### config.mk
export PLATFORM = sky130hd
export DESIGN_NAME = instr_fetch_buffer
export DESIGN_NICKNAME = d
export VERILOG_FILES = /design/src/rtl/instr_fetch_buffer_pkg.sv /design/src/rtl/instr_fetch_buffer_fifo.sv /design/src/rtl/instr_fetch_buffer.sv
export SDC_FILE = /design/constraint.sdc
export NUM_CORES = 1
export LEC_CHECK = 0
export CAP_MARGIN = 0
export CORE_MARGIN = 2
export CORE_UTILIZATION = 60
export DETAILED_ROUTE_END_ITERATION = 10
export PLACE_DENSITY = 0.84
export SLEW_MARGIN = 20
export SYNTH_ARGS = -nofsm -noshare
export SYNTH_HDL_FRONTEND = slang
export SYNTH_HIERARCHICAL = 1
export SYNTH_SLANG_ARGS = --single-unit
### constraint.sdc
create_clock -name clk -period 4.2 [get_ports clk]
set_input_delay 0.84 -clock clk [delete_from_list [all_inputs] [get_ports clk]]
set_output_delay 0.84 -clock clk [all_outputs]
set_load 0.01 [all_outputs]
### src/rtl/instr_fetch_buffer_pkg.sv
// -----------------------------------------------------------------------------
// instr_fetch_buffer_pkg
// Shared definitions for the instruction fetch buffer:
//   - fetch_state_e : issue-control FSM encoding (IDLE = no issue, FETCH = issue)
//   - fetch_entry_t : one prefetched instruction record {pc, data} at the
//                     default geometry (9-bit word address, 16-bit word)
// No ports (package).
// -----------------------------------------------------------------------------
package instr_fetch_buffer_pkg;

    typedef enum logic [0:0] {
        ST_IDLE  = 1'b0,
        ST_FETCH = 1'b1
    } fetch_state_e;

    localparam int unsigned IFB_ADDR_W = 9;
    localparam int unsigned IFB_DATA_W = 16;

    // The pc sits in the upper bits so a packed entry reads as {pc, data}.
    typedef struct packed {
        logic [IFB_ADDR_W-1:0] pc;
        logic [IFB_DATA_W-1:0] data;
    } fetch_entry_t;

endpackage : instr_fetch_buffer_pkg

### src/rtl/instr_fetch_buffer_fifo.sv
// -----------------------------------------------------------------------------
// fetch_fifo
// Small circular buffer holding prefetched instruction entries.
// Ports:
//   clk, rst_n     : clock, asynchronous active-low reset
//   clr            : synchronous clear (empties the buffer, has priority)
//   push/push_data : write one entry at the tail
//   pop            : drop the head entry
//   head_data      : current head entry (meaningless while count == 0)
//   count          : number of valid entries, 0..DEPTH
// The caller guarantees no push when full and no pop when empty.
// -----------------------------------------------------------------------------
module fetch_fifo #(
    parameter int unsigned DEPTH = 4,
    parameter int unsigned WIDTH = 25
) (
    input  logic                       clk,
    input  logic                       rst_n,
    input  logic                       clr,
    input  logic                       push,
    input  logic [WIDTH-1:0]           push_data,
    input  logic                       pop,
    output logic [WIDTH-1:0]           head_data,
    output logic [$clog2(DEPTH):0]     count
);

    localparam int unsigned PTR_W = $clog2(DEPTH);
    localparam int unsigned CNT_W = PTR_W + 1;

    logic [WIDTH-1:0] mem_q [DEPTH];
    logic [PTR_W-1:0] wr_ptr_q, wr_ptr_d;
    logic [PTR_W-1:0] rd_ptr_q, rd_ptr_d;
    logic [CNT_W-1:0] count_q,  count_d;

    // Next pointer/count values; clear wins over push and pop.
    always_comb begin
        wr_ptr_d = wr_ptr_q;
        rd_ptr_d = rd_ptr_q;
        count_d  = count_q;
        if (clr) begin
            wr_ptr_d = {PTR_W{1'b0}};
            rd_ptr_d = {PTR_W{1'b0}};
            count_d  = {CNT_W{1'b0}};
        end else begin
            if (push) begin
                wr_ptr_d = wr_ptr_q + {{(PTR_W-1){1'b0}}, 1'b1};
            end else begin
                wr_ptr_d = wr_ptr_q;
            end
            if (pop) begin
                rd_ptr_d = rd_ptr_q + {{(PTR_W-1){1'b0}}, 1'b1};
            end else begin
                rd_ptr_d = rd_ptr_q;
            end
            case ({push, pop})
                2'b10:   count_d = count_q + {{(CNT_W-1){1'b0}}, 1'b1};
                2'b01:   count_d = count_q - {{(CNT_W-1){1'b0}}, 1'b1};
                default: count_d = count_q;
            endcase
        end
    end

    // Pointer and occupancy registers.
    always_ff @(posedge clk or negedge rst_n) begin
        if (!rst_n) begin
            wr_ptr_q <= {PTR_W{1'b0}};
            rd_ptr_q <= {PTR_W{1'b0}};
            count_q  <= {CNT_W{1'b0}};
        end else begin
            wr_ptr_q <= wr_ptr_d;
            rd_ptr_q <= rd_ptr_d;
            count_q  <= count_d;
        end
    end

    // Entry storage; entries are reset so the head never shows X.
    always_ff @(posedge clk or negedge rst_n) begin
        if (!rst_n) begin
            for (int i = 0; i < int'(DEPTH); i++) begin
                mem_q[i] <= {WIDTH{1'b0}};
            end
        end else if (push && !clr) begin
            mem_q[wr_ptr_q] <= push_data;
        end
    end

    assign head_data = mem_q[rd_ptr_q];
    assign count     = count_q;

endmodule : fetch_fifo

### src/rtl/instr_fetch_buffer.sv
// -----------------------------------------------------------------------------
// instr_fetch_buffer
// Prefetches sequential instruction words from a synchronous instruction
// memory (one-cycle read latency) into a DEPTH-entry buffer and presents them
// to a consumer with a valid/ready handshake. A one-cycle redirect flushes the
// buffer and any in-flight read and restarts fetching at redirect_pc.
// Ports:
//   clk, rst_n        : clock, asynchronous active-low reset
//   fetch_en          : permits new memory reads while high
//   redirect          : one-cycle flush-and-jump request
//   redirect_pc       : jump target, sampled while redirect = 1
//   mem_en, mem_addr  : read strobe and word address to instruction memory
//   mem_rdata         : read data, valid the cycle after mem_en
//   instr_valid       : buffer head holds an instruction
//   instr_ready       : consumer accepts the head
//   instr_data        : head instruction word
//   instr_pc          : word address of the head instruction
// -----------------------------------------------------------------------------
module instr_fetch_buffer
    import instr_fetch_buffer_pkg::*;
#(
    parameter int unsigned          ADDR_W   = 9,
    parameter int unsigned          DATA_W   = 16,
    parameter int unsigned          DEPTH    = 4,
    parameter logic [ADDR_W-1:0]    RESET_PC = {ADDR_W{1'b0}}
) (
    input  logic                clk,
    input  logic                rst_n,
    input  logic                fetch_en,
    input  logic                redirect,
    input  logic [ADDR_W-1:0]   redirect_pc,
    output logic                mem_en,
    output logic [ADDR_W-1:0]   mem_addr,
    input  logic [DATA_W-1:0]   mem_rdata,
    output logic                instr_valid,
    input  logic                instr_ready,
    output logic [DATA_W-1:0]   instr_data,
    output logic [ADDR_W-1:0]   instr_pc
);

    localparam int unsigned CNT_W = $clog2(DEPTH) + 1;
    localparam int unsigned ENT_W = ADDR_W + DATA_W;
    localparam logic [CNT_W:0] DEPTH_C = (CNT_W + 1)'(DEPTH);

    // Same {pc, data} layout as fetch_entry_t, sized by this instance.
    typedef struct packed {
        logic [ADDR_W-1:0] pc;
        logic [DATA_W-1:0] data;
    } entry_t;

    fetch_state_e       state_q, state_d;
    logic [ADDR_W-1:0]  fetch_pc_q, fetch_pc_d;
    logic               inflight_q, inflight_d;
    logic [ADDR_W-1:0]  inflight_pc_q, inflight_pc_d;

    logic [CNT_W-1:0]   fifo_count_s;
    logic               credit_ok_s;
    logic               mem_en_s;
    logic               valid_s;
    logic               push_s;
    logic               pop_s;
    entry_t             push_entry_s;
    entry_t             head_entry_s;

    // Issue/handshake decode. The credit check counts the in-flight read so
    // a word can never arrive into a full buffer.
    always_comb begin
        credit_ok_s = ({1'b0, fifo_count_s} + {{CNT_W{1'b0}}, inflight_q}) < DEPTH_C;
        mem_en_s    = (state_q == ST_FETCH) & ~redirect & credit_ok_s;
        valid_s     = (fifo_count_s != {CNT_W{1'b0}}) & ~redirect;
        pop_s       = valid_s & instr_ready;
        push_s      = inflight_q & ~redirect;
        push_entry_s.pc   = inflight_pc_q;
        push_entry_s.data = mem_rdata;
    end

    // Next-state logic for FSM, fetch pointer and in-flight tag.
    always_comb begin
        state_d = state_q;
        case (state_q)
            ST_IDLE: begin
                if (fetch_en) begin
                    state_d = ST_FETCH;
                end else begin
                    state_d = ST_IDLE;
                end
            end
            ST_FETCH: begin
                if (fetch_en) begin
                    state_d = ST_FETCH;
                end else begin
                    state_d = ST_IDLE;
                end
            end
            default: state_d = ST_IDLE;
        endcase

        // mem_en is already low during redirect, so the redirect branch
        // alone decides the new fetch address.
        if (redirect) begin
            fetch_pc_d = redirect_pc;
        end else if (mem_en_s) begin
            fetch_pc_d = fetch_pc_q + {{(ADDR_W-1){1'b0}}, 1'b1};
        end else begin
            fetch_pc_d = fetch_pc_q;
        end

        // A read issued this cycle returns next cycle; remember its address.
        inflight_d = mem_en_s;
        if (mem_en_s) begin
            inflight_pc_d = fetch_pc_q;
        end else begin
            inflight_pc_d = inflight_pc_q;
        end
    end

    // Control registers.
    always_ff @(posedge clk or negedge rst_n) begin
        if (!rst_n) begin
            state_q       <= ST_IDLE;
            fetch_pc_q    <= RESET_PC;
            inflight_q    <= 1'b0;
            inflight_pc_q <= {ADDR_W{1'b0}};
        end else begin
            state_q       <= state_d;
            fetch_pc_q    <= fetch_pc_d;
            inflight_q    <= inflight_d;
            inflight_pc_q <= inflight_pc_d;
        end
    end

    fetch_fifo #(
        .DEPTH (DEPTH),
        .WIDTH (ENT_W)
    ) u_fetch_fifo (
        .clk       (clk),
        .rst_n     (rst_n),
        .clr       (redirect),
        .push      (push_s),
        .push_data (push_entry_s),
        .pop       (pop_s),
        .head_data (head_entry_s),
        .count     (fifo_count_s)
    );

    assign mem_en      = mem_en_s;
    assign mem_addr    = fetch_pc_q;
    assign instr_valid = valid_s;
    assign instr_data  = head_entry_s.data;
    assign instr_pc    = head_entry_s.pc;

endmodule : instr_fetch_buffer

==> metrics.txt, run 1 <==
run status complete, no violations; Max Clk Rate 300 MHz; commonest non-fill, non-tap cell in the layout dfrtp_1; largest net degree at the start of global routing 84; dpl cell area 0.00682 sq mm; drt via density 5.76; final setup fails 0; Global Route Usage Sum 23.7%; fin area 0.00744 sq mm; measured slew at the worst slew-check pin 760 ps; post_cts resized 0; Crit Path Class input port to output pin; Routed Antenna Nets 0; First-pass DRT Iterations 4; Final Worst Setup Slack 868 ps; Pins Over Slew Limit 0; Die Wd 106 microns; CP Data Required Time 3360 ps; drc violations 0; R2R cell count 8; H-tree levels 4; Clk pin slew, worst setup/hold paths 60 ps; Worst path slowest cell clkdlybuf4s50_1; Clock Skew 9.10 ps; post-synth cell types 40; Tcrit/Tclk final 79.3%; clock sink count 127; Hold Vio Cnt, Final 0; worst rel slew slack 49.4%; critical path arrival 2490 ps; initial antenna violation count 0; RSZ-0062 raised after global routing no; die area 0.0112 sq mm; Pwr Density 508 mW/mm^2; Vias 3384; cell repeated most along the worst path clkdlybuf4s50_1; Total Power 3.78 mW; Placer Congestion 0.774; DRT Wirelength 12000 microns; input/output buffers 65; Fill cells 622; max incr delay on CP 540 ps; Hold Slack 354 ps; first-pass GRT wire length 20100 microns; Hold WC Path Type input port to async pin; vias in the first global route 3763; layout cells sized above 1 40.5%; Rows 37; starting density of the core 60.8%; fin cells 588; post-layout min period 3330 ps; pre-CTS setup slack 864 ps; setup bufs post-CTS 0; IO Pins 66; Max Cap Violations 0; CP Launch Type input port; largest buffer count on any clock path 2; cts hold-fix bufs 0; most frequent cells in the layout dfrtp_1 (126), mux2_4 (86), clkdlybuf4s50_1 (64), mux4_2 (25), mux2_2 (23); maximum vdd drop 327 uV; Synthesized Nets 405; P_leak 3.55 nW; Root Buffer Master clkbuf_8; Placed Instances 556; DIE HEIGHT 106 microns; mean routed wirelength per cell 20.4 microns; core area 0.0102 sq mm; DRT iter0 DRCs 152; post-synthesis sequential area ratio 51.3%; Post-Syn Area per Cell 16.8 sq um; Clock Latency Late Sink 510 ps; Mapped Area 0.00619 sq mm; Crit Path Max Fanout 14; nets@finish 475; clock buffer count from CTS 17; Inserted Diodes 0; Crit. End Element output pin; dpl hpwl 7070 microns; Synth Register Bits 127; yosys warns 6; flop2flop setup slack 1970 ps; Fin Setup TNS 0 ps; Core Util, Final 73.1%; Synth Instances 369; CTS tree done; Area Growth Syn to Fin 20.2%; grt ovf 0; crit-path cells clkdlybuf4s50_1 > buf_4 > or3_1 > inv_1 > clkdlybuf4s50_1
[cell type report]
class                      instances  area, sq um  share of cell area (%)
timing repair buffer              72          717                    9.63
tap                              136          170                    2.29
sequential                       127         3180                    42.7
clock buffer                      17          414                    5.56
inverter                           4         15.0                   0.202
multi-input combinational        217         2740                    36.8
clock inverter                    15          210                    2.82
[kinds of logic (layout without fill, tap and decap cells)]
family	count (synthesis)	count (layout)	share of synthesized area, %
fa+ha+maj	6	6	1.33
compound gates	12	12	1.19
buf+inv	25	108	4.48
flops	127	127	51.3
simple gates	53	53	5.84
xor+xnor	10	10	1.41
mux	136	136	34.4
[critical path, delay by kind of cell]
kind / cells / cell delay (ps)
buf+inv: 4 / 1240
simple gates: 1 / 410
[worst paths after layout]
path	start	endpoint
worst max-delay path	redirect	mem_en
worst min-delay path	rst_n	u_fetch_fifo/mem_q[79]
worst max register to register	u_fetch_fifo/count[1]	u_fetch_fifo/count[2]
worst min register to register	u_fetch_fifo/mem_q[2]	u_fetch_fifo/mem_q[2]
max in group asynchronous	rst_n	u_fetch_fifo/mem_q[13]
min in group clk	u_fetch_fifo/mem_q[2]	u_fetch_fifo/mem_q[2]
[sequential cells by signal, indices dropped and copies added, names as in the netlist]
signal	flops
inflight_q	1
mem_addr	9
u_fetch_fifo/rd_ptr_q	2
u_fetch_fifo/mem_q	100
state_q	1
u_fetch_fifo/count	3
u_fetch_fifo/wr_ptr_q	2
inflight_pc_q	9
[report_power, final]
group          total (mW)  internal, mW  leakage, nW  switching (mW)
combinational       0.732         0.484         1.58           0.248
sequential           1.51          1.38         1.67           0.130
clock                1.53         0.973        0.300           0.560
[synth_stat cells]
library cell,n,area (sq um)
mux2_2,23,259
mux2i_1,2,20.0
nor3_1,2,10.0
xor2_1,4,35.0
and2_1,1,6.26
nor2b_4,1,13.8
fa_1,1,20.0
and2b_2,1,8.76
dfrtp_1,127,3180
or4_1,2,15.0
nand3_1,7,35.0
buf_2,3,15.0
nand2_8,4,80.1
and3b_2,1,10.0
ha_1,5,62.6
o311ai_0,1,8.76
and3b_1,1,8.76
or3_1,2,12.5
inv_1,4,15.0
o21ai_0,7,35.0
nor4b_1,1,8.76
buf_4,3,22.5
nor2b_1,4,25.0
nor4_1,1,6.26
o21ai_1,1,5.00
nor2_1,9,33.8
nand2_1,9,33.8
mux2_4,86,1290
buf_6,3,33.8
nand2b_1,2,12.5
and4_1,1,8.76
and3_4,1,11.3
nand4_1,1,6.26
a22oi_1,2,15.0
xnor2_1,6,52.6
mux4_2,25,563
clkbuf_1,3,11.3
nor3b_1,2,15.0
a221o_1,1,10.0
buf_12,9,180
[layer usage]
layer	routed length [microns]	vias to the layer above	GRT usage (%)
li1	-	1497	-
met1	5300	1796	31.8
met2	6140	75	38.5
met3	401	16	5.50
met4	148	0	7.99
met5	0	-	0
(Power assumes the default switching activity.)
==> run 2, diff against run 1 <==
--- a/config.mk
+++ b/config.mk
@@ -7,9 +7,9 @@
 export LEC_CHECK = 0
 export CAP_MARGIN = 0
 export CORE_MARGIN = 2
-export CORE_UTILIZATION = 60
+export CORE_UTILIZATION = 57
 export DETAILED_ROUTE_END_ITERATION = 10
-export PLACE_DENSITY = 0.84
+export PLACE_DENSITY = 0.8
 export SLEW_MARGIN = 20
 export SYNTH_ARGS = -nofsm -noshare
 export SYNTH_HDL_FRONTEND = slang
==> constraint.sdc (replaced) <==
create_clock -name clk -period 3.28 [get_ports clk]
set_input_delay 0.656 -clock clk [delete_from_list [all_inputs] [get_ports clk]]
set_output_delay 0.656 -clock clk [all_outputs]
set_load 0.01 [all_outputs]
==> run 2 against run 1 <==
Critical path depth is 2 lower; die area up 5.1%; core utilization shrank 3.6 points; power rose by 25%; combinational power is 27% higher; sequential cell count is the same; cell area hardly changed; final cell count increased by 0.85%; sequential share of layout area hardly changed; first-iteration DRC count up 11%; largest power group is now registers.
==> metrics.txt, run 2 (synthesized netlist as in run 1, its figures left out) <==
setup bufs post-CTS 0 (unchanged); Clock Latency Late Sink 510 ps (about the same); sw frac 23.5% (was 24.8%); grt ovf 0 (unchanged); Clk pin slew, worst setup/hold paths 60 ps (about the same); Total Power 4.74 mW (was 3.78 mW); run status complete, no violations (unchanged); vias in the first global route 3744 (was 3763); RR Endpoint u_fetch_fifo/count[2] (unchanged); First-pass DRT Iterations 4 (unchanged); drc violations 0 (unchanged); Hold Vio Cnt, Final 0 (unchanged); layout cells sized above 1 39.7% (was 40.5%); RSZ-0062 raised after global routing no (unchanged); Fin Setup TNS 0 ps (unchanged); pre-CTS setup slack 355 ps (was 864 ps); Placer Congestion 0.790 (was 0.774); critical path arrival 2450 ps (was 2490 ps); dpl hpwl 7320 microns (was 7070 microns); Root Buffer Master clkbuf_8 (unchanged); final setup fails 0 (unchanged); mean routed wirelength per cell 20.1 microns (was 20.4 microns); Crit Path Max Fanout 16 (was 14); Area Growth Syn to Fin 20.1% (was 20.2%); Final Worst Setup Slack 177 ps (was 868 ps); Pins Over Slew Limit 0 (unchanged); nets@finish 477 (was 475); DIE HEIGHT 108 microns (was 106 microns); post_cts resized 0 (unchanged); post-layout min period 3100 ps; Clk pwr share 39.3% (was 40.6%); dpl cell area 0.00685 sq mm (was 0.00682 sq mm); CTS tree done (unchanged); P_leak 3.56 nW (was 3.55 nW); Combinational Power Share 19.7% (was 19.4%); crit-path cells buf_12 > mux4_2 > clkdlybuf4s50_1 (was clkdlybuf4s50_1 > buf_4 > or3_1 > inv_1 > clkdlybuf4s50_1); Crit. End Element output pin (unchanged); IO Pins 66 (unchanged); Max Clk Rate 322 MHz; max reg flops 100 (unchanged); share of total power in sequential cells 41.0% (was 40.1%); CP bufs+invs 2 (was 4); Inserted Diodes 0 (unchanged); Hold WC Path Type input port to async pin (unchanged); cts hold-fix bufs 0 (unchanged); Pint 3.63 mW (was 2.84 mW); first-pass GRT wire length 19700 microns (was 20100 microns); Max Cap Violations 0 (unchanged); largest net degree at the start of global routing 70 (was 84); input/output buffers 65 (unchanged); DRT iter0 DRCs 168 (was 152); Vias 3362 (was 3384); Core Util, Final 69.5% (was 73.1%); largest buffer count on any clock path 2 (unchanged); R2R cell count 8 (unchanged); DRT Wirelength 11900 microns (was 12000 microns); die area 0.0117 sq mm (was 0.0112 sq mm); Worst path slowest cell dfrtp_2 (was clkdlybuf4s50_1); clock sink count 127 (unchanged); Tcrit/Tclk final 94.6%; CP top delay family buffers and inverters (unchanged); net switching power 1.12 mW (was 0.937 mW); commonest non-fill, non-tap cell in the layout dfrtp_1 (unchanged); Global Route Usage Sum 22.7% (was 23.7%); initial antenna violation count 0 (unchanged); Routed Antenna Nets 0 (unchanged); CP Launch Type register (was input port); core area 0.0107 sq mm (was 0.0102 sq mm); measured slew at the worst slew-check pin 855 ps (was 760 ps); Pwr Density 637 mW/mm^2 (was 508 mW/mm^2); flop2flop setup slack 1100 ps (was 1970 ps); maximum vdd drop 306 uV (was 327 uV); Rows 38 (was 37); Die Wd 108 microns (was 106 microns); worst rel slew slack 43.0% (was 49.4%); fin area 0.00744 sq mm (about the same); most frequent cells in the layout dfrtp_1 (126), mux2_4 (86), clkdlybuf4s50_1 (64), mux4_2 (25), mux2_2 (23) (unchanged); CP Data Required Time 2620 ps (was 3360 ps); starting density of the core 57.9% (was 60.8%); clock buffer count from CTS 17 (unchanged); Crit Path Class register to output pin (was input port to output pin); Largest Register u_fetch_fifo/mem_q (unchanged); drt via density 5.67 (was 5.76); Clock Skew 4.43 ps (was 9.10 ps); max incr delay on CP 620 ps (was 540 ps); RR Startpoint u_fetch_fifo/count[1] (unchanged); H-tree levels 4 (unchanged)
==> run 2: cell types whose count changed in the layout (fill, tap and decap cells not counted) <==
cell	before	now
clkbuf_1	0	4
clkbuf_8	1	5
clkinv_4	4	0
inv_6	4	0
buf_4	6	8
clkinv_2	1	3
clkinvlp_4	2	0
buf_12	1	2
buf_6	1	0
bufinv_16	4	3
==> run 2: worst reg2reg max path, stage by stage (launching register included) <==
cell and delay (ps):
dfrtp_1 430, nor3_1 200, nor2_1 70, and2_1 230, and2b_2 230, fa_1 380, and3b_2 230, o21ai_0 140
nor3b_1 190
==> run 2: through the flow <==
| stage | cells | hold WS [ps] |
|---|---|---|
| 2_1_floorplan | 369 | 360 |
| 3_3_place_gp | 562 | 481 |
| 3_5_place_dp | 562 | 490 |
| 4_1_cts | 593 | 266 |
| 5_1_grt | 593 | 310 |
| 6_report | 593 | 253 |
==> run 2: worst max path at each step <==
stage                              from                endpoint  cells after the start
3_3_place_gp                   redirect   u_fetch_fifo/count[2]                      9
5_1_grt        u_fetch_fifo/rd_ptr_q[0]             instr_pc[0]                      3
3_5_place_dp                   redirect  u_fetch_fifo/mem_q[84]                      7
4_1_cts        u_fetch_fifo/rd_ptr_q[0]             instr_pc[0]                      3
2_1_floorplan                  redirect   u_fetch_fifo/count[2]                      8
6_report       u_fetch_fifo/rd_ptr_q[0]             instr_pc[0]                      3
==> run 2: cell type report <==
| class | count | area [sq um] |
|---|---|---|
| flip-flops and latches | 127 | 3180 |
| clock buffers | 25 | 484 |
| well taps | 140 | 175 |
| inverters | 4 | 15.0 |
| multi-input cells | 217 | 2740 |
| repair buffers | 74 | 741 |
| fillers | 706 | 3260 |
| clock inverters | 6 | 105 |
==> run 2: layer usage <==
layer	share of wire [%]	GRT usage (%)	vias to the layer above
met3	3.5	6.09	10
met5	0	0	-
met1	44	30.9	1779
met4	1.0	8.15	0
met2	51	35.6	81
li1	-	-	1492
==> run 2: power groups by stage <==
stage	clock (mW)	sequential [mW]	combinational, mW
6_report	1.86	1.95	0.932
5_1_grt	1.97	1.97	0.991
4_1_cts	1.90	1.95	0.943
3_5_place_dp	0	1.96	0.935
3_3_place_gp	0	1.95	0.909
2_1_floorplan	0	1.90	0.557
==> run 3, diff against run 2 <==
--- a/config.mk
+++ b/config.mk
@@ -6,10 +6,10 @@
 export NUM_CORES = 1
 export LEC_CHECK = 0
 export CAP_MARGIN = 0
-export CORE_MARGIN = 2
-export CORE_UTILIZATION = 57
+export CORE_UTILIZATION = 60
 export DETAILED_ROUTE_END_ITERATION = 10
-export PLACE_DENSITY = 0.8
+export DONT_BUFFER_PORTS = 1
+export PLACE_DENSITY = 0.76
 export SLEW_MARGIN = 20
 export SYNTH_ARGS = -nofsm -noshare
 export SYNTH_HDL_FRONTEND = slang
==> run 3 against run 2 <==
The run now ends with negative hold slack left; hold slack lost 420 ps; sequential power is essentially flat; critical path depth is the same; clock skew grew 2.8 ps; die area shrank 8.4%; register-to-register slack lost 210 ps; non-clock buffer count shrank 71; clock-buffer cell count shrank 4.
==> metrics.txt, run 3 (synthesized netlist as in run 1, its figures left out) <==
nets@finish 406 (was 477); Crit Path Class register to output pin (unchanged); largest net degree at the start of global routing 128 (was 70); First-pass DRT Iterations 4 (unchanged); post-layout min period 2750 ps (was 3100 ps); vias in the first global route 3340 (was 3744); H-tree levels 4 (unchanged); maximum vdd drop 581 uV (was 306 uV); Root Buffer Master clkbuf_8 (unchanged); first-pass GRT wire length 19000 microns (was 19700 microns); Vias 3050 (was 3362); Hold Slack -167 ps (was 253 ps); Clock Latency Late Sink 520 ps (was 510 ps); DIE HEIGHT 104 microns (was 108 microns); dpl cell area 0.00613 sq mm (was 0.00685 sq mm); Pins Over Slew Limit 0 (unchanged); Clk pin slew, worst setup/hold paths 60 ps (about the same); Max Cap Violations 0 (unchanged); die area 0.0107 sq mm (was 0.0117 sq mm); grt ovf 0 (unchanged); DRT iter0 DRCs 221 (was 168); Placed Instances 484 (was 562); RR Startpoint u_fetch_fifo/count[1] (unchanged); max reg flops 100 (unchanged); mean routed wirelength per cell 21.9 microns (was 20.1 microns); worst rel slew slack 53.6% (was 43.0%); CP Data Required Time 2620 ps (about the same); clock buffer count from CTS 17 (unchanged); drc violations 0 (unchanged); input/output buffers 0 (was 65); P_leak 3.30 nW (was 3.56 nW); Hold Vio Cnt, Final 127 (was 0); Max Clk Rate 364 MHz (was 322 MHz); CP Launch Type register (unchanged); CTS tree done (unchanged); layout cells sized above 1 46.0% (was 39.7%); Core Util, Final 68.6% (was 69.5%); Fin Setup TNS 0 ps (unchanged); post_cts resized 0 (unchanged); fin cells 516 (was 593); Largest Register u_fetch_fifo/mem_q (unchanged); IO Pins 66 (unchanged); most frequent cells in the layout dfrtp_1 (126), mux2_4 (86), mux4_2 (25), mux2_2 (23), clkbuf_16 (16) (was dfrtp_1 (126), mux2_4 (86), clkdlybuf4s50_1 (64), mux4_2 (25), mux2_2 (23)); Area Growth Syn to Fin 9.67% (was 20.1%); Inserted Diodes 0 (unchanged); failing checks negative hold slack; dpl hpwl 6890 microns (was 7320 microns); initial antenna violation count 0 (unchanged); DRT Wirelength 11300 microns (was 11900 microns); final setup fails 0 (unchanged); core area 0.00991 sq mm (was 0.0107 sq mm); Worst Setup SP u_fetch_fifo/count[0] (was u_fetch_fifo/rd_ptr_q[0]); critical path arrival 2090 ps (was 2450 ps); Crit. End Element output pin (unchanged); commonest non-fill, non-tap cell in the layout dfrtp_1 (unchanged); starting density of the core 62.5% (was 57.9%); Routed Antenna Nets 0 (unchanged); Placer Congestion 0.811 (was 0.790); measured slew at the worst slew-check pin 695 ps (was 855 ps); drt via density 5.91 (was 5.67); Tcrit/Tclk final 83.7% (was 94.6%); fin area 0.00679 sq mm (was 0.00744 sq mm); setup bufs post-CTS 0 (unchanged); Crit Path Max Fanout 15 (was 16); Hold WC Path Type input port to async pin (unchanged); RSZ-0062 raised after global routing no (unchanged); largest buffer count on any clock path 2 (unchanged); Clock Skew 7.26 ps (was 4.43 ps); Die Wd 104 microns (was 108 microns); Rows 36 (was 38); clock sink count 127 (unchanged); Global Route Usage Sum 23.4% (was 22.7%); run status complete, but fails checks (was complete, no violations); Pwr Density 684 mW/mm^2 (was 637 mW/mm^2)
run 3: changes by cell type in the layout (fill, tap and decap cells not counted):
cell             change
clkbuf_8             -2
buf_4                -6
buf_12               -1
clkbuf_1             -2
clkinvlp_4           +2
clkdlybuf4s50_1     -64
bufinv_16            +3
run 3: power by group:
part	switching [mW]	internal, mW
combinational	0.228	0.385
sequential	0.178	1.77
clock	0.662	1.42
run 3: final cells by class:
| class | count | area, sq um |
|---|---|---|
| sequential | 127 | 3180 |
| clock buffer | 21 | 449 |
| fill | 670 | 3120 |
| multi-input combinational | 217 | 2740 |
| tap | 133 | 166 |
| inverter | 4 | 15.0 |
| clock inverter | 11 | 210 |
| timing repair buffer | 3 | 35.0 |
run 3: final timing paths:
check	to	slack [ps]	depth (start not counted)
min in group clk	state_q	170	0
worst max-delay path	mem_en	530	3
worst min register to register	u_fetch_fifo/mem_q[25]	500	1
worst min-delay path	u_fetch_fifo/mem_q[81]	-170	0
worst max register to register	u_fetch_fifo/count[2]	890	8
max in group asynchronous	u_fetch_fifo/mem_q[39]	3230	0
run 3: metrics by stage:
stage	worst slack (ps)	total power [mW]
final	534	4.65
after floorplan	843	2.46
after detailed placement	857	2.59
after global routing	425	4.83
after CTS	510	4.69
after global placement	947	2.56
run 3: routing by layer:
metal / global-route usage [%] / wire length, microns / up-vias / part of all wire, %
li1: - / - / 1351 / -
met1: 31.2 / 5140 / 1618 / 46
met2: 36.5 / 5530 / 74 / 49
met3: 8.31 / 539 / 7 / 4.8
met4: 6.52 / 75 / 0 / 0.66
met5: 0 / 0 / - / 0
run 3: critical path: stages, from the launching register on:
cell	delay (ps)
dfrtp_1	450
and3_4	220
or3_1	650
inv_1	250
